### src/rtl/hazard_ctrl_unit_pkg.sv
// Shared types and limits for the pipeline hazard controller.
package hu_pkg;

  typedef enum logic [1:0] {
    IDLE     = 2'd0,
    LU_STALL = 2'd1,
    BR_FLUSH = 2'd2
  } hu_state_t;

  localparam int HU_CNT_W         = 4;
  localparam int LOAD_LAT_MAX     = 15;
  localparam int FLUSH_CYCLES_MAX = 15;

endpackage

### src/rtl/hazard_ctrl_unit_hit_detect.sv
// Load-use comparator: flags a decode source that matches a pending load destination.
// Shared with the forwarding unit, so it stays purely combinational.
module hu_hit_detect #(
  parameter int REG_AW = 2
) (
  input  logic [REG_AW-1:0] ra,
  input  logic [REG_AW-1:0] rb,
  input  logic              ra_used,
  input  logic              rb_used,
  input  logic [REG_AW-1:0] rd,
  input  logic              mem_read,
  output logic              hit
);

  assign hit = mem_read && ((ra_used && (rd == ra)) || (rb_used && (rd == rb)));

endmodule

### src/rtl/hazard_ctrl_unit.sv
// Pipeline hazard controller: load-use stall, branch flush and memory-busy freeze.
// Optional HU_PERF_CNT_EN adds saturating stall/flush event counters.
//
// state    | meaning
// IDLE     | no multi-cycle hazard in progress
// LU_STALL | holding PC and IF/ID for the remaining load latency
// BR_FLUSH | flushing the front end after a taken branch
module hazard_ctrl_unit
  import hu_pkg::*;
#(
  parameter int REG_AW       = 2,
  parameter int LOAD_LAT     = 1,
  parameter int FLUSH_CYCLES = 1
) (
  input  logic              clk,
  input  logic              rst,
  input  logic [REG_AW-1:0] if_id_ra,
  input  logic [REG_AW-1:0] if_id_rb,
  input  logic              if_id_ra_used,
  input  logic              if_id_rb_used,
  input  logic [REG_AW-1:0] id_ex_rd,
  input  logic              id_ex_mem_read,
  input  logic              bt,
  input  logic              mem_busy,
  output logic              pc_en,
  output logic              if_id_en,
  output logic              flush,
  output logic              id_ex_bubble,
  output logic              freeze
`ifdef HU_PERF_CNT_EN
  ,
  output logic [15:0]       stall_cnt,
  output logic [15:0]       flush_cnt
`endif
);

  localparam logic [HU_CNT_W-1:0] LU_RELOAD = HU_CNT_W'(LOAD_LAT - 1);
  localparam logic [HU_CNT_W-1:0] BR_RELOAD = HU_CNT_W'(FLUSH_CYCLES - 1);
  localparam logic [HU_CNT_W-1:0] CNT_ONE   = HU_CNT_W'(1);

  hu_state_t           state_q, state_d;
  logic [HU_CNT_W-1:0] cnt_q, cnt_d;
  logic                hit;

  hu_hit_detect #(.REG_AW(REG_AW)) u_hit (
    .ra       (if_id_ra),
    .rb       (if_id_rb),
    .ra_used  (if_id_ra_used),
    .rb_used  (if_id_rb_used),
    .rd       (id_ex_rd),
    .mem_read (id_ex_mem_read),
    .hit      (hit)
  );

  always_ff @(posedge clk or posedge rst) begin
    if (rst) begin
      state_q <= IDLE;
      cnt_q   <= '0;
    end else begin
      state_q <= state_d;
      cnt_q   <= cnt_d;
    end
  end

  always_comb begin
    state_d = state_q;
    cnt_d   = cnt_q;
    if (!mem_busy) begin
      case (state_q)
        IDLE: begin
          if (bt) begin
            if (FLUSH_CYCLES > 1) begin
              state_d = BR_FLUSH;
              cnt_d   = BR_RELOAD;
            end
          end else if (hit) begin
            if (LOAD_LAT > 1) begin
              state_d = LU_STALL;
              cnt_d   = LU_RELOAD;
            end
          end
        end
        LU_STALL: begin
          // A taken branch kills the stalled instruction, so the stall is abandoned.
          if (bt) begin
            if (FLUSH_CYCLES > 1) begin
              state_d = BR_FLUSH;
              cnt_d   = BR_RELOAD;
            end else begin
              state_d = IDLE;
              cnt_d   = '0;
            end
          end else if (cnt_q == CNT_ONE) begin
            state_d = IDLE;
            cnt_d   = '0;
          end else begin
            cnt_d = cnt_q - CNT_ONE;
          end
        end
        BR_FLUSH: begin
          if (bt) begin
            cnt_d = BR_RELOAD;
          end else if (cnt_q == CNT_ONE) begin
            state_d = IDLE;
            cnt_d   = '0;
          end else begin
            cnt_d = cnt_q - CNT_ONE;
          end
        end
        default: begin
          state_d = IDLE;
          cnt_d   = '0;
        end
      endcase
    end
  end

  always_comb begin
    pc_en        = 1'b1;
    if_id_en     = 1'b1;
    flush        = 1'b0;
    id_ex_bubble = 1'b0;
    freeze       = 1'b0;
    if (rst) begin
      pc_en = 1'b1;
    end else if (mem_busy) begin
      freeze   = 1'b1;
      pc_en    = 1'b0;
      if_id_en = 1'b0;
    end else begin
      case (state_q)
        IDLE: begin
          if (bt) begin
            flush        = 1'b1;
            id_ex_bubble = 1'b1;
          end else if (hit) begin
            pc_en        = 1'b0;
            if_id_en     = 1'b0;
            id_ex_bubble = 1'b1;
          end
        end
        LU_STALL: begin
          if (bt) begin
            flush        = 1'b1;
            id_ex_bubble = 1'b1;
          end else begin
            pc_en        = 1'b0;
            if_id_en     = 1'b0;
            id_ex_bubble = 1'b1;
          end
        end
        BR_FLUSH: begin
          flush        = 1'b1;
          id_ex_bubble = 1'b1;
        end
        default: begin
          pc_en = 1'b1;
        end
      endcase
    end
  end

`ifdef HU_PERF_CNT_EN
  always_ff @(posedge clk or posedge rst) begin
    if (rst) begin
      stall_cnt <= '0;
      flush_cnt <= '0;
    end else begin
      if (!pc_en && !freeze && (stall_cnt != 16'hFFFF))
        stall_cnt <= stall_cnt + 16'd1;
      if (bt && !mem_busy && (flush_cnt != 16'hFFFF))
        flush_cnt <= flush_cnt + 16'd1;
    end
  end
`endif

endmodule

### config.mk
export PLATFORM = sky130hd
export DESIGN_NAME = hazard_ctrl_unit
export DESIGN_NICKNAME = d
export VERILOG_FILES = /design/src/rtl/hazard_ctrl_unit_pkg.sv /design/src/rtl/hazard_ctrl_unit_hit_detect.sv /design/src/rtl/hazard_ctrl_unit.sv
export SDC_FILE = /design/constraint.sdc
export NUM_CORES = 1
export LEC_CHECK = 0
export ABC_AREA = 1
export CAP_MARGIN = 25
export CORE_AREA = 2 2 39 41
export CTS_CLUSTER_DIAMETER = 150
export CTS_CLUSTER_SIZE = 24
export DETAILED_ROUTE_END_ITERATION = 16
export DIE_AREA = 0 0 41 43
export GPL_ROUTABILITY_DRIVEN = 0
export PLACE_DENSITY = 0.75
export SKIP_CTS_REPAIR_TIMING = 1
export SYNTH_ARGS = -nofsm -noshare
export SYNTH_HDL_FRONTEND = slang
export SYNTH_HIERARCHICAL = 1
export SYNTH_SLANG_ARGS = --single-unit
### constraint.sdc
create_clock -name clk -period 2.2 [get_ports clk]
set_input_delay 0.44 -clock clk [delete_from_list [all_inputs] [get_ports clk]]
set_output_delay 0.44 -clock clk [all_outputs]
set_load 0.005 [all_outputs]
# ---- After elaboration in Yosys (flattened, before gate mapping)
# Cells that the tools add are included.
dict set report totals {
  out_inout_bits 5
  wordCells 43
  ff_bits 6
  in_bits 13
}
dict set report classes {
  add_sub_neg 1
  eq_ne 6
  reduce_logical 9
  bitwise 2
  mux 23
}
# op n
set ops {}
lappend ops {{$mux W1} 13}
lappend ops {{$mux W4} 2}
lappend ops {{$pmux W4 S2} 1}
lappend ops {{$mux W2} 3}
lappend ops {{$pmux W1 S2} 3}
lappend ops {{$pmux W2 S3} 1}
lappend ops {{$eq A2 B2 Y1} 2}
lappend ops {{$eq A4 B1 Y1 const B} 1}
lappend ops {{$reduce_or A2 Y1} 2}
lappend ops {{$sub A4 B1 Y4 const B} 1}
lappend ops {{$logic_and A1 B1 Y1} 3}
lappend ops {{$reduce_and A3 Y1} 1}
lappend ops {{$eq A2 B1 Y1 const B} 1}
lappend ops {{$eq A2 B2 Y1 const B} 1}
lappend ops {{$logic_not A2 Y1} 1}
lappend ops {{$ne A2 B2 Y1 const B} 1}
lappend ops {{$not A1 Y1} 2}
lappend ops {{$reduce_and A2 Y1} 1}
lappend ops {{$logic_or A1 B1 Y1} 1}

# ---- Longest topological paths before layout
# Gate-level depths: netlist (run 1).
dict set report logic_depth {
  depth_word 9
  ltp_mapped 9
  depth_no_buf 9
}

# ---- Hierarchy
# The synthesis (run 1) kept the hierarchy.
# module seq_area_each_um2 cells_each area_each_um2 n_inst
set modules_own_cells {}
lappend modules_own_cells {hazard_ctrl_unit 150.1 68 486.7 1}
lappend modules_own_cells {hu_hit_detect 0.0 20 88.8 1}

# ---- Least setup slack after synthesis (run 1)
# No wires, ideal clock.
dict set report synth_timing {
  kind {input to output}
  from {input port id_ex_rd[0]}
  to {output port pc_en}
  n_path_buf 1
  slack_ns 0.498
  stages 8
  t_arrival_ns 1.262
  t_required_ns 1.760
  path_cell_list {inv_1 > or2_0 > nand3_1 > a21oi_2 > inv_1 > o21ai_0 > a21oi_1 > buf_4}
}
dict set report synth_via {
  elab_chain_cells 9
  elab_cells_between_ends 11
  classes_between {eq/ne (2); mux (5); reduce/logical (4)}
}
# item line
set synth_lines {}
lappend synth_lines {{from (decl)} hazard_ctrl_unit.sv:21} ;# input logic [REG_AW-1:0] id_ex_rd,
lappend synth_lines {{$eq A2 B2 Y1} hazard_ctrl_unit_hit_detect.sv:15} ;# assign hit = mem_read && ((ra_used && (rd == ra)) || (rb_used && (rd == rb)));
lappend synth_lines {{$logic_and A1 B1 Y1} hazard_ctrl_unit_hit_detect.sv:15}
lappend synth_lines {{$logic_or A1 B1 Y1 (*)} hazard_ctrl_unit_hit_detect.sv:15}
lappend synth_lines {{$logic_and A1 B1 Y1 (*)} hazard_ctrl_unit_hit_detect.sv:15}
lappend synth_lines {{named net hit} hazard_ctrl_unit.sv:43} ;# logic hit;
lappend synth_lines {{$mux W1 (*) (2 in a row)} -}
lappend synth_lines {{$pmux W1 S2 (*)} -}
lappend synth_lines {{$mux W1 (*) (2 in a row)} -}
lappend synth_lines {{to (decl)} hazard_ctrl_unit.sv:25} ;# output logic pc_en,
# The timed path passes the listed nets; every way through them passes the cells marked *.

# ---- Final worst setup path (run 1)
dict set report layout_timing {
  from {input port if_id_ra_used}
  to {output port if_id_en}
}
dict set report layout_via {
  elab_chain_cells 8
}
# item line
set layout_lines {}
lappend layout_lines {{from (decl)} hazard_ctrl_unit.sv:19} ;# input logic if_id_ra_used,
lappend layout_lines {{$logic_and A1 B1 Y1} hazard_ctrl_unit_hit_detect.sv:15}
lappend layout_lines {{$logic_or A1 B1 Y1} hazard_ctrl_unit_hit_detect.sv:15}
lappend layout_lines {{$logic_and A1 B1 Y1} hazard_ctrl_unit_hit_detect.sv:15}
lappend layout_lines {{named net hit} hazard_ctrl_unit.sv:43}
lappend layout_lines {{$mux W1} hazard_ctrl_unit.sv:136} ;# end else if (hit) begin
lappend layout_lines {{$mux W1} hazard_ctrl_unit.sv:133} ;# if (bt) begin
lappend layout_lines {{$pmux W1 S2} hazard_ctrl_unit.sv:131} ;# case (state_q)
lappend layout_lines {{$mux W1} hazard_ctrl_unit.sv:126} ;# end else if (mem_busy) begin
lappend layout_lines {{$mux W1} hazard_ctrl_unit.sv:124} ;# if (rst) begin
lappend layout_lines {{to (decl)} hazard_ctrl_unit.sv:26} ;# output logic if_id_en,
# The timed path passes the listed nets, and every way through them passes these cells.

==> out/qor.yml, run 1 <==
die:
  start_util_pct: 41.6
  fp.dieW_um: 41
  placement_rows: 14
  design.die.area_um2: 1760
  io_pins: 18
  die_height_um: 43
  core-area_um2: 1380
worst_hold_path:
  min_path_type: "in -> async"
synth:
  synth-simple-area-share_pct: 31.5
  post_synth_instance_area_um2: 576
  synthMuxAreaShare_pct: 0
  yosysUniqueCellTypes: 20
  synth_fa_ha_area_share_pct: 15.2
  number_of_warnings_reported_in_the_yosys_synthesis_log: 6
  post_synth_inst_count: 88
  synth.net_count: 108
  synth_top_family_by_area: "simple AND/OR/NAND/NOR gates"
  ys_seq_area_share_pct: 26.1
  synth.ff_latch_count: 6
  synth-compound-area-share_pct: 12.0
  post_synth_xor_area_fraction_pct: 1.52
  postSynthAreaPerCell_um2: 6.54
setup_path:
  slowest_stage_cell_on_the_critical_path: "clkdlybuf4s50_1"
  critical_path.cell_chain: "clkdlybuf4s50_1 -> nand3_2 -> a21oi_2 -> inv_1 -> o21ai_1 -> a21oi_1 -> buf_4 -> buf_6"
  cp_max_fo: 2
  timing.setup.critical_path_class: "in -> out"
  critical_path_buf_inv_count: 4
  category_of_the_worst_setup_path_capture_point: "output pin"
  critical_path.reg2reg.startpoint: "state_q[0]$_DFFE_PP0P_"
  dominant_delay_contributor_by_cell_family_on_the_critical_path: "buffers and inverters"
  critical_path.max_stage_delay_ns: 0.48
  worst-endpoint-required_ns: 1.76
  startpoint_type: "primary input"
  worst_path_arrival_time_ns: 1.63
  setup.worst_path.start: "if_id_ra_used"
sta:
  peak_clock_frequency_supported_by_timing_ghz: 0.484
  rsz_0062_raised_after_global_routing: "false"
  tightest_slew_ns: 0.218
  fin_crit_sh_pct: 93.9
  final.min_clock_period_ns: 2.07
  finalSetupViolCount: 0
  slew_violations: 0
  hold_slack_ns: 0.518
  final_hold_viol_count: 0
  max_slew_headroom_at_the_worst_pin_pct: 85.5
  setup_total_negative_slack_ns: 0
  clock_skew_ns: 0.00557
pwr:
  leakagePower_nw: 0.544
  vdd_ir_drop_max_mv: 0.376
  pwr_density_cell_nw_per_um2: 683
grt:
  grt_pass1_wl_mm: 2.16
  grt_total_ovfl: 0
  globalRouteMet3Util_pct: 1.57
  initial_antenna_violation_count: 0
  globalRouteMet1Util_pct: 21.8
  first_global_vias: 545
  gr-max-usage-layer: "met2"
  global_route.usage.met2_pct: 30.3
  overall_global_routing_usage_pct: 17.7
  grt_max_degree: 9
route:
  dr_vias_cell: 4.66
  drt_iter0_drc: 11
  drt_pre_antenna_iters: 4
  num_vias: 606
  wl_per_cell_um: 10.2
  drtAntennaViolNets: 0
  drt_drc_violations_left: 0
  drt_wl_total_mm: 1.33
final_layout:
  mostFrequentLayoutCell: "nand2_1"
  antennaDiodeCount: 0
  finish.instance_area_um2: 877
  layout_common_cells: "nand2_1, inv_1, dlymetal6s2s_1, nor2_1"
  final_util_pct: 63.4
  relative_area_change_from_synthesis_to_final_layout_pct: 52.4
  drive_gt1_share_pct: 19.3
  fin_nets: 136
clock_tree:
  clkLatencyLatePin_ns: 0.25
  cts.sink_count: 6
  cts_buffer_count: 3
  cts_buffer_depth: 2
  cts_root_buf: "clkbuf_4"
  h-tree-depth: 1
  cts_tree: "yes"
  clock_transition_at_the_registers_of_the_reported_paths_ns: 0.05
run_status:
  run_status: "completed"
place:
  place_area_um2: 803
  portBuffers: 17
  dp_hpwl_mm: 1.13
run:
  cap_violations: 0
-- cells in the mapped netlist (all sizes together) --
master / n / area, um2
ha: 7 / 87.6
nand2: 22 / 85.1
nor3: 1 / 5.00
o21ai: 4 / 20.0
nor2: 11 / 48.8
a211oi: 1 / 7.51
nand3: 6 / 30.0
xor2: 1 / 8.76
or2: 1 / 6.26
dfrtp: 6 / 150
nand4: 1 / 6.26
buf: 1 / 7.51
inv: 19 / 71.3
a21oi: 6 / 33.8
a21boi: 1 / 7.51
-- cell families (layout without fill, tap and decap cells) --
kind of cell	Yosys count	after routing
simple gates	42	42
xor+xnor	1	1
compound gates	12	12
fa+ha+maj	7	7
buf+inv	20	46
flops	6	6
-- path summary, 6_finish.rpt --
path                                           to  slack [ns]  cells after the start
min in group clk             cnt_q[2]$_DFFE_PP0P_        0.57                      2
setup reg to reg             cnt_q[3]$_DFFE_PP0P_        0.77                      6
hold reg to reg              cnt_q[2]$_DFFE_PP0P_        0.57                      2
max in group asynchronous    cnt_q[1]$_DFFE_PP0P_        1.56                      3
hold / removal             state_q[1]$_DFFE_PP0P_        0.52                      3
setup / recovery                         if_id_en        0.13                      8
-- worst min-delay path: stages --
cell             delay (ns)
clkdlybuf4s50_1        0.43
inv_2                  0.10
buf_4                  0.13
-- per-stage QoR --
stage	instances	worst slack [ns]	total power, W
after floorplan	88	0.498	0.000379
after global routing	130	0.0378	0.000654
final	130	0.134	0.000599
after CTS	129	-0.455	0.000597
after detailed placement	126	-0.455	0.000484
after global placement	126	-0.376	0.000467
-- registers in the layout, indices dropped and copies added (netlist names) --
register and count:
cnt_q 4, state_q 2
-- cell type report --
cell class,instances,area (um2)
Fill cell,123,507
Multi-Input combinational cell,62,360
Timing Repair Buffer,24,251
Sequential cell,6,151
Inverter,19,71.3
Clock buffer,3,22.5
Tap cell,16,20.0
-- metal layers --
layer  vias up  wire length, um
li1        324                -
met1       268              594
met2        12              675
met3         2               42
met4         0               19
met5         -                0
-- report_power, final --
part / internal, W / total [W] / switching (W)
sequential: 0.000152 / 0.000185 / 0.0000325
clock: 0.0000623 / 0.000110 / 0.0000482
combinational: 0.000135 / 0.000304 / 0.000169
total: 0.000350 / 0.000599 / 0.000250
(Power assumes the default switching activity.)
==> run 2, diff against run 1 <==
--- a/config.mk
+++ b/config.mk
@@ -7,13 +7,13 @@
 export LEC_CHECK = 0
 export ABC_AREA = 1
 export CAP_MARGIN = 25
-export CORE_AREA = 2 2 39 41
+export CORE_MARGIN = 1
+export CORE_UTILIZATION = 40
 export CTS_CLUSTER_DIAMETER = 150
 export CTS_CLUSTER_SIZE = 24
 export DETAILED_ROUTE_END_ITERATION = 16
-export DIE_AREA = 0 0 41 43
 export GPL_ROUTABILITY_DRIVEN = 0
-export PLACE_DENSITY = 0.75
+export PLACE_DENSITY = 0.7
 export SKIP_CTS_REPAIR_TIMING = 1
 export SYNTH_ARGS = -nofsm -noshare
 export SYNTH_HDL_FRONTEND = slang
==> run 2 against run 1 <==
  * Via count shrank 1.2%
  * Worst setup slack lost 0.011 ns
  * Register-to-register slack gained 0.08 ns
  * Clock power shrank 12%
  * Critical path type unchanged
  * Largest cell class unchanged
  * Largest power group unchanged
==> out/qor.yml, run 2 (synthesis gave the netlist of run 1 again) <==
grt:
  grt_total_ovfl: 0  # unchanged
  grt_pass1_wl_mm: 1.64  # -24%
  grt_max_degree: 9  # unchanged
  overall_global_routing_usage_pct: 15.1  # -2.7 points
  initial_antenna_violation_count: 0  # unchanged
  first_global_vias: 441  # -19%
final_layout:
  reg_top3: "cnt_q (4), state_q (2)"
  drive_gt1_share_pct: 19.5  # +0.17 points
  final-instance-count-excl-fill: 128  # -1.5%
  antennaDiodeCount: 0  # unchanged
  mostFrequentLayoutCell: "nand2_1"
  max_flop_register: "cnt_q"
  largest_reg_flops: 4  # unchanged
  layout_common_cells: "nand2_1, inv_1, dlymetal6s2s_1, nor2_1, ha_1"
  fin_nets: 135  # -0.74%
  relative_area_change_from_synthesis_to_final_layout_pct: 51.5
  final_util_pct: 66.2  # +2.8 points
die:
  design.die.area_um2: 1590  # -9.6%
  io_pins: 18  # unchanged
  start_util_pct: 43.7  # +2.1 points
  placement_rows: 13  # -1
  fp.dieW_um: 39.9  # -2.6%
  die_height_um: 39.9  # -7.1%
  core-area_um2: 1320  # -4.8%
sta:
  rsz_0062_raised_after_global_routing: "false"
  tightest_slew_ns: 0.254  # +0.0358 ns
  final_hold_viol_count: 0  # unchanged
  slew_violations: 0  # unchanged
  clock_skew_ns: 0.000650  # -0.00492 ns
  max_slew_headroom_at_the_worst_pin_pct: 83.1  # -2.4 points
  peak_clock_frequency_supported_by_timing_ghz: 0.481  # -0.54%
  finalSetupViolCount: 0  # unchanged
  final.min_clock_period_ns: 2.08  # +0.0112 ns
  fin_crit_sh_pct: 94.4  # +0.51 points
setup_path:
  category_of_the_worst_setup_path_capture_point: "output pin"
  worst-endpoint-required_ns: 1.76  # about the same
  startpoint_type: "primary input"
  timing.critical_path.mode_cell: "clkdlybuf4s50_1"
  regToRegSetupSlack_ns: 0.85  # +0.08 ns
  timing.setup.critical_path_class: "in -> out"
  critical_path.cell_chain: "clkdlybuf4s50_1 -> inv_1 -> nor2_1 -> clkdlybuf4s50_1"
  dominant_delay_contributor_by_cell_family_on_the_critical_path: "buffers and inverters"
  slowest_stage_cell_on_the_critical_path: "clkdlybuf4s50_1"
  worst_path_arrival_time_ns: 1.64  # about the same
  cp_max_fo: 2  # unchanged
  critical_path.max_stage_delay_ns: 0.52  # +0.04 ns
  critical_path_buf_inv_count: 3  # -1
route:
  wl_per_cell_um: 9.42  # -8.0%
  num_vias: 599  # -1.2%
  drtAntennaViolNets: 0  # unchanged
  drt_pre_antenna_iters: 5  # +1
  drt_wl_total_mm: 1.21  # -9.4%
  drt_drc_violations_left: 0  # unchanged
  drt_iter0_drc: 13  # +2
  dr_vias_cell: 4.68  # +0.39%
clock_tree:
  cts.sink_count: 6  # unchanged
  clkLatencyLatePin_ns: 0.24  # about the same
  cts_tree: "yes"
  clock_transition_at_the_registers_of_the_reported_paths_ns: 0.04  # about the same
  cts_buffer_depth: 2  # unchanged
  cts_root_buf: "clkbuf_4"
  cts_buffer_count: 3  # unchanged
  h-tree-depth: 1  # unchanged
pwr:
  leakagePower_nw: 0.534  # -1.8%
  pwr_density_cell_nw_per_um2: 670  # -1.9%
  vdd_ir_drop_max_mv: 0.365  # -2.9%
place:
  portBuffers: 17  # unchanged
  dp_hpwl_um: 936  # -17%
  place.detailed.instances: 125  # -0.79%
worst_hold_path:
  min_path_type: "in -> async"
run_status:
  run_status: "completed"
run:
  cap_violations: 0  # unchanged
==> run 2: path summary, 6_finish.rpt <==
| path | from | endpoint | cells past startpoint |
|---|---|---|---|
| max | mem_busy | freeze | 4 |
| min | rst | cnt_q[2]$_DFFE_PP0P_ | 3 |
| max reg2reg | state_q[1]$_DFFE_PP0P_ | cnt_q[3]$_DFFE_PP0P_ | 6 |
| min reg2reg | state_q[0]$_DFFE_PP0P_ | state_q[0]$_DFFE_PP0P_ | 2 |
| max in group asynchronous | rst | state_q[0]$_DFFE_PP0P_ | 3 |
| min in group clk | state_q[0]$_DFFE_PP0P_ | state_q[0]$_DFFE_PP0P_ | 2 |
==> run 2: worst reg2reg max path: cells and delay by family (launching register included) <==
kind | cells | cell delay, ns
flops | 1 | 0.35
fa+ha+maj | 1 | 0.28
compound gates | 1 | 0.18
simple gates | 2 | 0.27
buf+inv | 2 | 0.16
==> run 2: routing by layer <==
metal	part of all wire [%]	up-vias	GRT usage (%)
li1	-	323	-
met1	45	260	20.1
met2	51	16	23.8
met3	4.1	0	6.67
met4	0	0	0
met5	0	-	0
==> run 2: final cells by class <==
cell class	instances	area (um2)
tap	15	18.8
inverter	19	71.3
clock buffer	3	22.5
sequential	6	150
fill	117	445
timing repair buffer	23	238
multi-input combinational	62	372
==> run 2: power by group <==
group / internal [W] / switching, W / leakage, nW
registers: 0.000152 / 0.0000280 / 0.0796
logic: 0.000136 / 0.000172 / 0.440
clock network: 0.0000614 / 0.0000354 / 0.0138
==> run 2: metrics by stage <==
stage                     hold WS [ns]  setup TNS, ns  power [W]  cell area (um2)  setup WS (ns)
after global placement           0.555          -1.14   0.000473              802         -0.373
after CTS                        0.538          -1.30   0.000582              825         -0.431
after detailed placement         0.560          -1.29   0.000481              802         -0.426
final                            0.541              0   0.000584              872          0.123
after global routing             0.540              0   0.000651              872         0.0395
after floorplan                  0.248              0   0.000379              576          0.498
==> run 3, diff against run 2 <==
--- a/config.mk
+++ b/config.mk
@@ -6,7 +6,6 @@
 export NUM_CORES = 1
 export LEC_CHECK = 0
 export ABC_AREA = 1
-export CAP_MARGIN = 25
 export CORE_MARGIN = 1
 export CORE_UTILIZATION = 40
 export CTS_CLUSTER_DIAMETER = 150
==> results of run 3 <==
No change in the layout: final DEF, timing and power equal those of run 2.
